`src/rtl/pc_fetch_unit.sv`:
```
// Instruction fetch PC sequencer: jump/branch redirect, hold, and one-cycle flush.
// Optional dynamic branch prediction compiled in with `define PC_FETCH_PREDICT_EN.
module pc_fetch_unit (
  input  logic        clk,
  input  logic        reset,
  input  logic        hold,
  input  logic        id_branch,
  input  logic        id_taken,
  input  logic [6:0]  id_target,
  input  logic        id_jump,
  input  logic [6:0]  id_jump_target,
  input  logic [31:0] instr,
  output logic [6:0]  pc,
  output logic [6:0]  PC4,
  output logic [31:0] I,
  output logic        flush
);

  localparam int unsigned AW = 7;

  // Targets are forced word-aligned so pc[1:0] stays 00.
  localparam logic [AW-1:0] ALIGN_MASK = ~AW'(3);

  logic [AW-1:0] pc_q, pc_d;
  logic [AW-1:0] pc4_c;
  logic          mispredict_c;
  logic [AW-1:0] redirect_tgt_c;
  logic          pred_taken_c;
  logic [AW-1:0] pred_tgt_c;

  assign pc4_c = pc_q + AW'(4);
  assign pc    = pc_q;
  assign PC4   = pc4_c;
  assign I     = instr;

`ifdef PC_FETCH_PREDICT_EN
  localparam int unsigned NE  = 8;
  localparam int unsigned IXW = 3;

  logic [1:0]     cnt_q [NE];
  logic [1:0]     cnt_d [NE];
  logic           spred_q, spred_d;
  logic [AW-1:0]  spc4_q, spc4_d;
  logic [IXW-1:0] sidx_q, sidx_d;
  logic [IXW-1:0] fetch_idx_c;
  logic           is_cbr_c;

  // beq (000100) and bne (000101) share the upper five opcode bits.
  assign fetch_idx_c    = pc_q[4:2];
  assign is_cbr_c       = (instr[31:27] == 5'b00010);
  assign pred_taken_c   = is_cbr_c & cnt_q[fetch_idx_c][1];
  assign pred_tgt_c     = pc4_c + {instr[4:0], 2'b00};
  assign mispredict_c   = id_branch & (id_taken != spred_q);
  assign redirect_tgt_c = id_taken ? id_target : spc4_q;
`else
  assign pred_taken_c   = 1'b0;
  assign pred_tgt_c     = pc4_c;
  assign mispredict_c   = id_branch & id_taken;
  assign redirect_tgt_c = id_target;
`endif

  // Redirect priority: jump > mispredict > hold > prediction > sequential.
  always_comb begin
    pc_d  = pc4_c;
    flush = 1'b0;
    if (!reset) begin
      if (id_jump) begin
        flush = 1'b1;
        pc_d  = id_jump_target & ALIGN_MASK;
      end else if (mispredict_c) begin
        flush = 1'b1;
        pc_d  = redirect_tgt_c & ALIGN_MASK;
      end else if (hold) begin
        pc_d = pc_q;
      end else if (pred_taken_c) begin
        pc_d = pred_tgt_c;
      end
    end
  end

`ifdef PC_FETCH_PREDICT_EN
  // Shadow of the fetched instruction's prediction, and counter training.
  always_comb begin
    spred_d = spred_q;
    spc4_d  = spc4_q;
    sidx_d  = sidx_q;
    cnt_d   = cnt_q;
    if (flush) begin
      spred_d = 1'b0;
      spc4_d  = '0;
      sidx_d  = '0;
    end else if (!hold) begin
      spred_d = pred_taken_c;
      spc4_d  = pc4_c;
      sidx_d  = fetch_idx_c;
    end
    if (id_branch && !id_jump) begin
      if (id_taken) begin
        if (cnt_q[sidx_q] != 2'b11) cnt_d[sidx_q] = cnt_q[sidx_q] + 2'(1);
      end else begin
        if (cnt_q[sidx_q] != 2'b00) cnt_d[sidx_q] = cnt_q[sidx_q] - 2'(1);
      end
    end
  end

  always_ff @(posedge clk) begin
    if (reset) begin
      spred_q <= 1'b0;
      spc4_q  <= '0;
      sidx_q  <= '0;
      for (int i = 0; i < NE; i++) cnt_q[i] <= 2'b01;
    end else begin
      spred_q <= spred_d;
      spc4_q  <= spc4_d;
      sidx_q  <= sidx_d;
      cnt_q   <= cnt_d;
    end
  end
`endif

  always_ff @(posedge clk) begin
    if (reset) pc_q <= '0;
    else       pc_q <= pc_d;
  end

endmodule
```
`config.mk`:
```
export PLATFORM = sky130hd
export DESIGN_NAME = pc_fetch_unit
export DESIGN_NICKNAME = d
export VERILOG_FILES = /design/src/rtl/pc_fetch_unit.sv
export SDC_FILE = /design/constraint.sdc
export NUM_CORES = 1
export LEC_CHECK = 0
export ABC_AREA = 0
export CORE_MARGIN = 8
export CORE_UTILIZATION = 24
export CTS_CLUSTER_DIAMETER = 200
export DETAILED_ROUTE_END_ITERATION = 8
export GPL_ROUTABILITY_DRIVEN = 1
export PLACE_DENSITY = 0.91
export REMOVE_ABC_BUFFERS = 1
export SLEW_MARGIN = 20
export SYNTH_ARGS = -nofsm -noshare
export SYNTH_HDL_FRONTEND = slang
export SYNTH_SLANG_ARGS = --single-unit
export TNS_END_PERCENT = 1
```
`constraint.sdc`:
```
create_clock -name clk -period 2.35 [get_ports clk]
set_clock_uncertainty 0.15 [all_clocks]
set_input_delay 0.705 -clock clk [delete_from_list [all_inputs] [get_ports clk]]
set_output_delay 0.705 -clock clk [all_outputs]
set_load 0.01 [all_outputs]
```
## Word-level counts from Yosys, hierarchy flattened

Index checks and enable logic that the tools add are counted.

| storage, ports and cells | value |
|---|---|
| register bits after elaboration | 7 |
| input bits | 52 |
| output and inout port bits | 47 |
| logic and storage cells | 12 |

| cells by class | value |
|---|---|
| add/subtract/negate cells | 1 |
| equal/unequal tests | 1 |
| mux-type cells | 6 |
| bitwise operators | 1 |
| reduce and logical (&&, ||, !) cells | 1 |

Operators by type and width:

| operator | number |
|---|---|
| 7-bit two-way mux | 3 |
| 7-bit by 3-bit adder with 7-bit output (second input constant) | 1 |
| 1-bit two-way mux | 3 |
| 3-bit by 1-bit != test with 1-bit output (second input constant) | 1 |
| 3-bit OR reduction | 1 |
| 1-bit bitwise AND | 1 |

## Logic depth before layout (Yosys ltp)

| logic depth | value |
|---|---|
| depth in word-level cells | 4 |
| depth in mapped cells | 5 |
| mapped depth without buffers | 5 |

## Worst setup path before layout

OpenSTA, ideal clock, no wires.

| path | value |
|---|---|
| path kind | flip-flop to output port |
| start point | register pc_q[2] (netlist: pc[2]) |
| end point | output PC4[6] |
| arrival | 1.006 ns |
| required time | 1.495 ns |
| path slack | 0.489 ns |
| stages on the path, launching flop included | 4 |
| path buffers | 0 |
| cells stage by stage | dfxtp_1 ha_1 nand3_1 xnor2_1 |

| between the ends | value |
|---|---|
| cells in the longest elaborated chain, start to end | 1 |

Ends and longest elaborated chain:

| what | RTL line | text |
|---|---|---|
| start: declaration | 24 | `logic [AW-1:0] pc_q, pc_d;` |
| start signal: assignment | 123 | `else pc_q <= pc_d;` |
| 7-bit by 3-bit adder with 7-bit output | 31 | `assign pc4_c = pc_q + AW'(4);` |
| end: declaration | 14 | `output logic [6:0] PC4,` |

No other way between the ends.

## Worst setup path in the final report

| path | value |
|---|---|
| start point | input id_taken |
| end point | output flush |

| between the ends | value |
|---|---|
| cells in the longest elaborated chain, start to end | 4 |

Ends and longest elaborated chain:

| what | RTL line | text |
|---|---|---|
| start: declaration | 8 | `input logic id_taken,` |
| 1-bit bitwise AND | 58 | `assign mispredict_c = id_branch & id_taken;` |
| 1-bit two-way mux | 70 | `end else if (mispredict_c) begin` |
| 1-bit two-way mux | 67 | `if (id_jump) begin` |
| 1-bit two-way mux | 66 | `if (!reset) begin` |
| end: declaration | 16 | `output logic flush` |

No other way between the ends.

==> flow_metrics.env <==
export IMPL_area_growth_pct=20.2
export IMPL_rows=18
export IMPL_ant_nets=0
export IMPL_synth_ff_type="dfxtp_1"
export IMPL_arrival_ps=1490
export IMPL_p_clk_share_pct=31.2
export IMPL_rrSetupSlack_ps=850
export IMPL_critPathCaptureType="output pin"
export IMPL_io_buffers=26
export IMPL_hold_class="reg -> reg"
export IMPL_ys_seq_area_share_pct=16.0
export IMPL_ys_warn_count=0
export IMPL_synth_cells=83
export IMPL_final_area_um2=751
export IMPL_start_util_pct=25.2
export IMPL_vias_per_cell=4.87
export IMPL_drtIter0Drc=12
export IMPL_finalMaxSlewViolations=0
export IMPL_cts_buffer_depth=2
export IMPL_ys_top_cells_by_count="buf_4, nor2_1, nand2_1"
export IMPL_p_int_mw=0.234
export IMPL_setup_viol=0
export IMPL_nets=140
export IMPL_grt_pass1_wl_um=3730
export IMPL_rsz0062_at_grt="true"
export IMPL_grt_pass1_vias=621
export IMPL_totalWireLength_um=2830
export IMPL_antenna_cells=0
export IMPL_drtPass1Iterations=3
export IMPL_r2r_cells=5
export IMPL_min_to="pc[6]"
export IMPL_drive_gt1_share_pct=19.8
export IMPL_seq_power_share_pct=29.6
export IMPL_synth_cell_types=20
export IMPL_ir_drop_mv=0.280
export IMPL_async_reset_ff_share_pct=0
export IMPL_synth_edff_count=0
export IMPL_largest_reg_flops=5
export IMPL_antenna_found_initial=0
export IMPL_dieArea_um2=4490
export IMPL_clock_latency_ps=250
export IMPL_finalHoldViolCount=0
export IMPL_r2r_start="pc[2]"
export IMPL_dp_hpwl_um=2440
export IMPL_clock_sinks=5
export IMPL_worstHoldStart="pc[6]"
export IMPL_synth_seq_cells=5
export IMPL_io_pins=99
export IMPL_yosysTopAreaCellShare_pct=43.3
export IMPL_cts_buffers=3
export IMPL_final_core_util_pct=30.3
export IMPL_cp_start_kind="primary input"
export IMPL_path_clk_slew_ps=50
export IMPL_core_um2=2480
export IMPL_outcome="finished clean"
export IMPL_worstHoldPathCells=2
export IMPL_cts_max_level=1
export IMPL_leakagePower_nw=0.344
export IMPL_placed_area_um2=712
export IMPL_cellPowerDensity_nw_per_um2=454
export IMPL_p_sw_share_pct=31.1
export IMPL_fin_crit_ps=2340
export IMPL_grt_max_degree=12
export IMPL_yosys_area_top_type="buf_4"
export IMPL_p_switching_mw=0.106
export IMPL_cts_tree="yes"
export IMPL_pwr_share_comb_pct=39.2
export IMPL_cp_data_required_time_ps=1490
export IMPL_cts_root_buf="clkbuf_4"
export IMPL_grt_overflow_total=0
export IMPL_max_clock_freq_mhz=427
export IMPL_die_x_um=67.0
export IMPL_drv_cap=0
export IMPL_syn_mean_instance_area_um2=7.52
export IMPL_fin_crit_sh_pct=99.6
export IMPL_wire_per_inst_um=24.4
export IMPL_place_congestion=0.786
export IMPL_track_usage_pct=12.3
export IMPL_drc_errors=0
export IMPL_worstSetupPathType="in -> out"
export IMPL_synth_area_top_cells="buf_4, dfxtp_1, nor2_1"
export IMPL_timing_hold_ws_ps=392
export IMPL_die_h_um=67.0
export IMPL_r2r_end="pc[4]"
export IMPL_num_vias=565
export IMPL_finalPower_mw=0.340
export IMPL_yosys_cell_count_top_type="buf_4"
export IMPL_synth_area_um2=624
export IMPL_critPathMaxFanout=2
## cell families (layout without fill, tap and decap cells)
group,after synthesis,count (layout),synth area share (%)
buf+inv,39,39,45.1
simple gates,19,19,13.4
compound gates,13,13,15.6
flops,5,5,16.0
xor+xnor,4,4,5.61
fa+ha+maj,1,1,2.00
other cells,1,4,0.601
mux,1,1,1.60
## per-layer routing
metal	track usage, %	part of all wire (%)	vias to the layer above
li1	-	-	244
met1	15.2	45	261
met2	13.1	32	57
met3	13.3	21	3
met4	3.92	1.1	0
met5	0	0	-
## metrics by stage
step / instances / setup TNS (ps) / setup slack [ps]
after floorplan: 49 / 0 / 489
after global placement: 112 / -395 / -395
after detailed placement: 112 / -402 / -402
after CTS: 116 / -134 / -134
after global routing: 116 / -31.2 / -31.2
final: 116 / 0 / 9.63
## layout by cell type, fill, tap and decap left out, types with 2 or more instances in the layout
| cell type | n |
|---|---|
| clkbuf_4 | 3 |
| a21oi_1 | 3 |
| buf_4 | 7 |
| inv_1 | 2 |
| nand2_1 | 7 |
| nor2_1 | 8 |
| o211ai_1 | 2 |
| dfxtp_1 | 5 |
| xnor2_2 | 2 |
| conb_1 | 4 |
| clkdlybuf4s50_1 | 21 |
| nand4b_1 | 2 |
| a211o_1 | 2 |
| nand3_1 | 2 |
| a31o_2 | 2 |
| dlygate4sd2_1 | 3 |
## power by group through the flow
stage	combinational [mW]	sequential [mW]	clock, mW
2_1_floorplan	0.0428	0.105	0
3_3_place_gp	0.132	0.100	0
3_5_place_dp	0.135	0.101	0
4_1_cts	0.134	0.100	0.107
5_1_grt	0.143	0.102	0.110
6_report	0.133	0.101	0.106
## worst max-delay path by stage
stage                     slack, ps       from  cells after the start      to
after floorplan                 490      pc[2]                      3  PC4[6]
after detailed placement       -400   id_taken                      4   flush
after global routing            -30   id_taken                      4   flush
after global placement         -390  id_branch                      4   flush
final                            10   id_taken                      4   flush
after CTS                      -130      pc[2]                      4  PC4[5]
## critical path, stage by stage
cell and delay, ps:
clkdlybuf4s50_1 440, a21oi_2 160, nor2_1 50, buf_2 130
## final cells by class
class                   instances  area, um2
clock buffers                   4       26.3
fillers                       273       1730
inverters                       2       7.51
multi-input cells              42        273
flip-flops and latches          5        100
well taps                      30       37.5
repair buffers                 33        307
## repair_timing
action                                  in CTS  in global routing
buffers inserted                             0                  0
endpoints found under the setup margin       4                  3
hold buffers                                 0                  0
resized for setup                            9                  2
(Power assumes the default switching activity.)
==> patch: new RTL, same flow settings <==
Register the outputs `PC4` and `I`, cleared by the reset; this adds one clock of latency there. The other outputs are not delayed to match.
--- a/src/rtl/pc_fetch_unit.sv
+++ b/src/rtl/pc_fetch_unit.sv
@@ -31,6 +31,13 @@
   assign pc4_c = pc_q + AW'(4);
   assign pc    = pc_q;
-  assign PC4   = pc4_c;
-  assign I     = instr;
+  always_ff @(posedge clk) begin
+    if (reset) begin
+      PC4 <= '0;
+      I   <= '0;
+    end else begin
+      PC4 <= pc4_c;
+      I   <= instr;
+    end
+  end
 
 `ifdef PC_FETCH_PREDICT_EN
Behaviour: not the same (Yosys sat finds a counterexample within 4 cycles, from zero or initial values and one cycle with reset high).
==> patch against the original RTL <==
- routed wire length rose by 44%
- sequential cell count rose by 37
- setup slack improved by 0.11 ns
- area after synthesis rose by 120%
- design area rose to 3.3 times the old value
- cell count rose to 2.6 times the old value
- critical path type unchanged
- power rose to 4.7 times the old value
==> patch: results (changes against the original RTL) <==
<table>
<tr><th>Metric</th><th>Value</th></tr>
<tr><th colspan="2">Clock tree</th></tr>
<tr><td>Clock transition at the registers of the reported paths</td><td>0.08 ns (+0.03 ns)</td></tr>
<tr><td>CTS root buf</td><td>clkbuf_8</td></tr>
<tr><th colspan="2">Cells and area</th></tr>
<tr><td>Layout cell share with drive strength beyond 1</td><td>0.108 (-0.0894)</td></tr>
<tr><td>Fin nets</td><td>283 (+100%)</td></tr>
<tr><td>Fraction of area in registers</td><td>0.335 (+0.201)</td></tr>
<tr><td>Signal inverters</td><td>3 (+1)</td></tr>
<tr><td>Area overhead of the layout relative to synthesis</td><td>79.0%</td></tr>
<tr><td>Final non-clock buffer share</td><td>0.374 (-0.0341)</td></tr>
<tr><td>Count of fill cells added during filler insertion</td><td>563 (+110%)</td></tr>
<tr><td>Clkbuf count</td><td>5 (+1)</td></tr>
<tr><td>Max FFs per register</td><td>32 (+27)</td></tr>
<tr><th colspan="2">Logic synthesis</th></tr>
<tr><td>Seq cells post-synth</td><td>42 (+37)</td></tr>
<tr><td>Synth Area in Compound Gates</td><td>0.0776 (-0.0787)</td></tr>
<tr><td>Post-Syn Area per Cell</td><td>10.5 um^2 (+40%)</td></tr>
<tr><td>Arithmetic-cell share of the synthesized area counting full adders, half adders and majority gates</td><td>0.00892 (-0.0111)</td></tr>
<tr><td>Most area-consuming cells after synthesis</td><td>dfxtp_1 60%, nor2b_1 15%, nor2_1 2.9%</td></tr>
<tr><td>Proportion of synthesized area in mux cells</td><td>0.00714 (-0.00890)</td></tr>
<tr><th colspan="2">Worst setup path</th></tr>
<tr><td>CP arrival</td><td>1.37 ns (-0.12 ns)</td></tr>
<tr><td>Critical Path Source</td><td>id_branch</td></tr>
<tr><td>Reg2reg setup slack</td><td>0.56 ns (-0.29 ns)</td></tr>
<tr><td>Worst stage delay on the critical path</td><td>0.24 ns (-0.20 ns)</td></tr>
<tr><th colspan="2">Routing</th></tr>
<tr><td>Total via count in the routed design</td><td>1,228 (+120%)</td></tr>
<tr><td>1st-iter DRT viols</td><td>24 (+12)</td></tr>
<tr><td>Total iterations of the first detailed-routing run</td><td>4 (+1)</td></tr>
<tr><th colspan="2">Placed design</th></tr>
<tr><td>Routability cong.</td><td>0.657 (-16%)</td></tr>
<tr><td>Placed cell count</td><td>298 (+170%)</td></tr>
<tr><td>Standard cell area after detailed placement</td><td>2400 um^2 (+240%)</td></tr>
<tr><th colspan="2">Global route</th></tr>
<tr><td>Via count of the first global-routing pass</td><td>1,319 (+110%)</td></tr>
<tr><td>GRT Total Usage</td><td>0.0953 (-0.0280)</td></tr>
<tr><th colspan="2">Power</th></tr>
<tr><td>Worst-case vdd ir drop</td><td>0.234 mV (-17%)</td></tr>
<tr><td>Internal power consumption</td><td>1240 uW (+430%)</td></tr>
<tr><th colspan="2">Run status</th></tr>
<tr><td>Run status</td><td>finished, final reports clean</td></tr>
<tr><th colspan="2">Timing</th></tr>
<tr><td>Highest Clock Rate</td><td>0.449 GHz (+5.1%)</td></tr>
</table>
==> patch: power by group through the flow <==
stage	registers, uW	clock network, uW	logic (uW)
4_1_cts	770	590	276
3_3_place_gp	785	0	271
6_report	769	564	272
5_1_grt	773	618	295
2_1_floorplan	806	0	58.7
3_5_place_dp	787	0	277
==> patch: how the worst min path moves through the flow <==
stage / startpoint / cells past startpoint / to / slack, ns
floorplan: pc[2] / 1 / PC4[2] / 0.34
global placement: pc[2] / 1 / PC4[2] / 0.34
detailed placement: pc[2] / 1 / PC4[2] / 0.35
CTS: pc[2] / 1 / PC4[2] / 0.37
global route: pc[2] / 1 / PC4[2] / 0.39
finish: pc[2] / 1 / PC4[2] / 0.36
==> patch: layer usage <==
metal  vias to the layer above  wire, um  track usage
met4                         0        91       0.0443
met2                        62      1970        0.163
met5                         -         0            0
met1                       549      1580        0.101
met3                         8       452       0.0372
li1                        609         -            -
